## src/rtl/shifter_pkg.sv

```systemverilog
// Shared types and defaults for the iterative right shifter.
package shifter_pkg;
  localparam int DEF_WIDTH   = 32;
  localparam int DEF_SHAMT_W = 5;
  localparam int STRIDE      = 4;

  typedef enum logic [1:0] {IDLE, SHIFT, DONE} state_e;
endpackage

```

## src/rtl/shift_right_step.sv

```systemverilog
// One combinational right-shift step: by 1, or by STRIDE when i_by4 is set.
module shift_right_step
  import shifter_pkg::*;
#(
  parameter int WIDTH = DEF_WIDTH
) (
  input  logic [WIDTH-1:0] i_data,
  input  logic             i_fill,
  input  logic             i_by4,
  output logic [WIDTH-1:0] o_data
);

  assign o_data = i_by4 ? {{STRIDE{i_fill}}, i_data[WIDTH-1:STRIDE]}
                        : {i_fill, i_data[WIDTH-1:1]};

endmodule

```

## src/rtl/shift_right_iter_32.sv

```systemverilog
// Multi-cycle SRL/SRA unit: one bit per cycle, or 4 bits per cycle while
// count>=4 when SHIFT_STRIDE4_EN is defined (results identical either way).
module shift_right_iter_32
  import shifter_pkg::*;
#(
  parameter int WIDTH   = DEF_WIDTH,
  parameter int SHAMT_W = DEF_SHAMT_W
) (
  input  logic               clk_i,
  input  logic               rst_i,
  input  logic               start_i,
  input  logic [WIDTH-1:0]   data_i,
  input  logic [SHAMT_W-1:0] shamt_i,
  input  logic               arith_i,
  output logic               busy_o,
  output logic               done_o,
  output logic [WIDTH-1:0]   data_o
);

  state_e             r_state, w_state_nxt;
  logic [SHAMT_W-1:0] r_count;
  logic               r_sign;
  logic [WIDTH-1:0]   r_data;
  logic [WIDTH-1:0]   w_step;
  logic [SHAMT_W-1:0] w_dec;
  logic               w_by4;
  logic               w_accept;

`ifdef SHIFT_STRIDE4_EN
  assign w_by4 = (r_count >= SHAMT_W'(STRIDE));
`else
  assign w_by4 = 1'b0;
`endif

  assign w_dec    = w_by4 ? SHAMT_W'(STRIDE) : SHAMT_W'(1);
  assign w_accept = start_i && (r_state != SHIFT);

  shift_right_step #(.WIDTH(WIDTH)) u_step (
    .i_data (r_data),
    .i_fill (r_sign),
    .i_by4  (w_by4),
    .o_data (w_step)
  );

  always_comb begin
    w_state_nxt = r_state;
    case (r_state)
      IDLE, DONE: begin
        if (start_i) w_state_nxt = (shamt_i != '0) ? SHIFT : DONE;
        else         w_state_nxt = IDLE;
      end
      // Leave SHIFT on the step that drains the count to zero.
      SHIFT:   if (r_count == w_dec) w_state_nxt = DONE;
      default: w_state_nxt = IDLE;
    endcase
  end

  always_ff @(posedge clk_i or negedge rst_i) begin
    if (!rst_i) begin
      r_state <= IDLE;
      r_count <= '0;
      r_sign  <= 1'b0;
      r_data  <= '0;
    end else begin
      r_state <= w_state_nxt;
      if (w_accept) begin
        r_data  <= data_i;
        r_count <= shamt_i;
        r_sign  <= arith_i & data_i[WIDTH-1];
      end else if (r_state == SHIFT) begin
        r_data  <= w_step;
        r_count <= r_count - w_dec;
      end
    end
  end

  assign busy_o = (r_state == SHIFT);
  assign done_o = (r_state == DONE);
  assign data_o = r_data;

endmodule

```

## config.mk

```make
export PLATFORM = sky130hd
export DESIGN_NAME = shift_right_iter_32
export DESIGN_NICKNAME = d
export VERILOG_FILES = /design/src/rtl/shifter_pkg.sv /design/src/rtl/shift_right_step.sv /design/src/rtl/shift_right_iter_32.sv
export SDC_FILE = /design/constraint.sdc
export NUM_CORES = 1
export LEC_CHECK = 0
export ABC_AREA = 1
export CORE_MARGIN = 5
export CORE_UTILIZATION = 36
export CTS_BUF_LIST = sky130_fd_sc_hd__clkbuf_4
export CTS_CLUSTER_SIZE = 28
export DETAILED_ROUTE_END_ITERATION = 12
export PLACE_DENSITY = 0.65
export SYNTH_ARGS = -nofsm -noshare
export SYNTH_HDL_FRONTEND = slang
export SYNTH_SLANG_ARGS = --single-unit
```

## constraint.sdc

```tcl
create_clock -name clk_i -period 1.45 [get_ports clk_i]
set_input_delay 0.3625 -clock clk_i [delete_from_list [all_inputs] [get_ports clk_i]]
set_output_delay 0.3625 -clock clk_i [all_outputs]
set_load 0.005 [all_outputs]
```

==> results.md <==
- Run status: finished clean
- DP Area: 0.00275 sq mm
- H-tree depth: 2
- Most common cell after layout, fill and taps aside: nand2_1
- Critical Path RT: 1.09 ns
- Antenna violations before repair: 0
- Total number of vias: 1929
- Largest net degree at the start of global routing: 41
- Sequential cell area fraction in the yosys report: 50.9%
- Clock-pin slew on the worst setup and hold paths: 0.11 ns
- Core area: 0.00541 sq mm
- I/O pin cnt: 75
- Compound-gate portion of the synthesized area: 2.93%
- Top post-synthesis cells by area: dfrtp_1 51%, nand2_1 21%, nand3_1 9.2%
- Area delta synth->final: 53.8%
- Cells after Synth: 238
- Hold Vio Cnt, Final: 0
- Clock sinks: 40
- Net Count, Synth: 281
- Drt pass-1 iters: 4
- Overall routing resource usage: 15.3%
- Crit path kind: register to output port
- Overflow after GRT: 0
- Bufs on Longest Clock Path: 2
- R2R Path Start: r_state[1]
- Antenna viol nets, final: 0
- Final Skew: 0.00767 ns
- Buffers added on ports: 74
- Leak: 1.57 nW
- Most frequent cells in the layout: 109 x nand2_1, 40 x dfrtp_1, 39 x clkdlybuf4s50_1
- Largest family of logic cells by synthesized area: simple AND/OR/NAND/NOR gates
- Post-route cell area: 0.00303 sq mm
- Cell variety after synth: 18
- Syn_area_per_cell: 8.26 sq um
- Synthesized-area fraction occupied by and/or/nand/nor cells: 36.3%
- Nets: 393
- Critical Path Start Type: register
- CTS Buf Count: 5
- Die height: 83.9 microns
- #FFs+latches synth: 40
- DRC: 0
- CP Capture Type: output port
- RD Place Congestion: 0.808
- Vias per cell: 4.57
- CTS tree: built
- Layout cells sized above 1: 17.7%
- Final setup viols: 0
- Reg-to-Reg End: r_count[2]
- Hold WC Path Type: primary input to asynchronous set/reset pin
- # rows: 27
- Chip Width: 83.9 microns
- First-pass GRT wire length: 8.78 mm
- Yosys warnings: 0
- Syn Std Cell Area: 0.00197 sq mm
- Fmax: 0.692 GHz
- Rel. slew slack: 75.2%
- RSZ-0062 raised after global routing: true
- Maxcap violations: 0
- Total wire length: 5.02 mm
- WL met1: 2.35 mm
- Cell taking the most area after synthesis: dfrtp_1
- Max IR drop VDD: 0.000904 V
- Detailed placement HPWL: 3.45 mm
- Post-synthesis mux area share: 0%
- Post-synthesis xor/xnor area fraction: 0%
- Top cell type's share of synthesized area: 50.9%
- Area of the die: 0.00704 sq mm
- Worst-path maximum fanout: 2
- R2R cell count: 8
- Area share of fa/ha/maj cells after synthesis: 1.27%
- Setup TNS: 0 ns
- Worst reg-to-reg setup slack: 0.12 ns
- Final slew viol count: 0
- Clock root buffer: clkbuf_4
- Diodes inserted: 0
- Worst-margin pin slew: 0.371 ns
- Avg WL per Cell: 11.9 microns
- Period utilization: 99.7%
- Top routing layer used: met4
- Met2 wire len: 2.28 mm
- Period minus WS final: 1.45 ns
- Pwr dens: 1850 mW/mm^2
- WL met3: 333 microns
- Critical path arrival: 1.08 ns
- Clock latency on the worst-skew pair: 0.34 ns
- Iter 0 DRT Violations: 61
- Vias in the first global route: 1871
- Initial core utilization: 36.4%
final cells by class:
type                            instances  area [sq um]
Sequential cell                        40          1000
Clock buffer                            6          45.0
Multi-Input combinational cell        174           803
Timing Repair Buffer                  114          1010
Clock inverter                          1          5.00
Fill cell                             555          2380
Tap cell                               72          90.1
Inverter                               15          71.3
cells in the mapped netlist:
master / instances
inv_6: 2
inv_2: 2
ha_1: 2
buf_6: 8
nor2_1: 7
a21o_1: 1
o211ai_1: 2
nand3_1: 36
nor2_4: 1
o21ai_0: 5
dfrtp_1: 40
nand2_1: 109
nand2_4: 3
nand4_1: 2
nand3_2: 4
a21oi_1: 2
clkbuf_8: 1
inv_1: 11
cells by family (layout without fill, tap and decap cells):
kind of cell    after synthesis  in the layout
simple gates                162            162
buf+inv                      24            136
fa+ha+maj                     2              2
flops                        40             40
compound gates               10             10
report_power, final:
| part | internal, mW | total, mW | leakage [nW] | switching, mW |
|---|---|---|---|---|
| Sequential | 1.64 | 1.94 | 0.497 | 0.295 |
| Combinational | 1.61 | 3.13 | 1.04 | 1.52 |
| Clock | 0.198 | 0.538 | 0.0315 | 0.341 |
| Total | 3.45 | 5.61 | 1.57 | 2.16 |
per-stage QoR:
stage          hold slack, ns  worst slack (ns)  instances  utilization [%]  power [mW]
4_1_cts                 0.507          -0.00641        420             55.4        5.61
3_3_place_gp            0.350            -0.107        381             50.8        4.76
3_5_place_dp            0.354            -0.130        381             50.8        4.81
2_1_floorplan          0.0669             0.291        238                -        3.54
6_report                0.506           0.00431        422             56.0        5.61
5_1_grt                 0.495           -0.0909        422             56.0        6.15
state kept, by name, summed over array words and instances, names as in the netlist:
register	flops
r_state	2
r_count	5
r_sign	1
data_o	32
worst max path at each step:
stage / start / to / slack (ns)
2_1_floorplan: r_state[0] / busy_o / 0.29
3_3_place_gp: start_i / r_count[1] / -0.11
3_5_place_dp: start_i / r_count[1] / -0.13
4_1_cts: r_state[1] / done_o / -0.006
5_1_grt: r_state[1] / done_o / -0.09
6_report: r_state[1] / done_o / 0.004
what timing repair did:
action                                  CTS  global route
hold buffers                              1             0
buffers inserted                         31             2
endpoints found under the setup margin   34             7
pin swaps                                 0             1
resized for setup                        42             5
endpoints found under the hold margin    40             0
worst max-delay path, cell delays in order (launching register included):
cell and delay (ns):
dfrtp_1 0.42, buf_6 0.13, inv_4 0.05, nor2_4 0.03, buf_2 0.12
routing by layer:
metal  global-route usage (%)  vias up
met1                     20.7      895
met5                        0        -
met4                     3.95        0
met3                     5.23        6
met2                     23.5       50
li1                         -      978
Note: power is estimated with default switching activity, not from simulation.
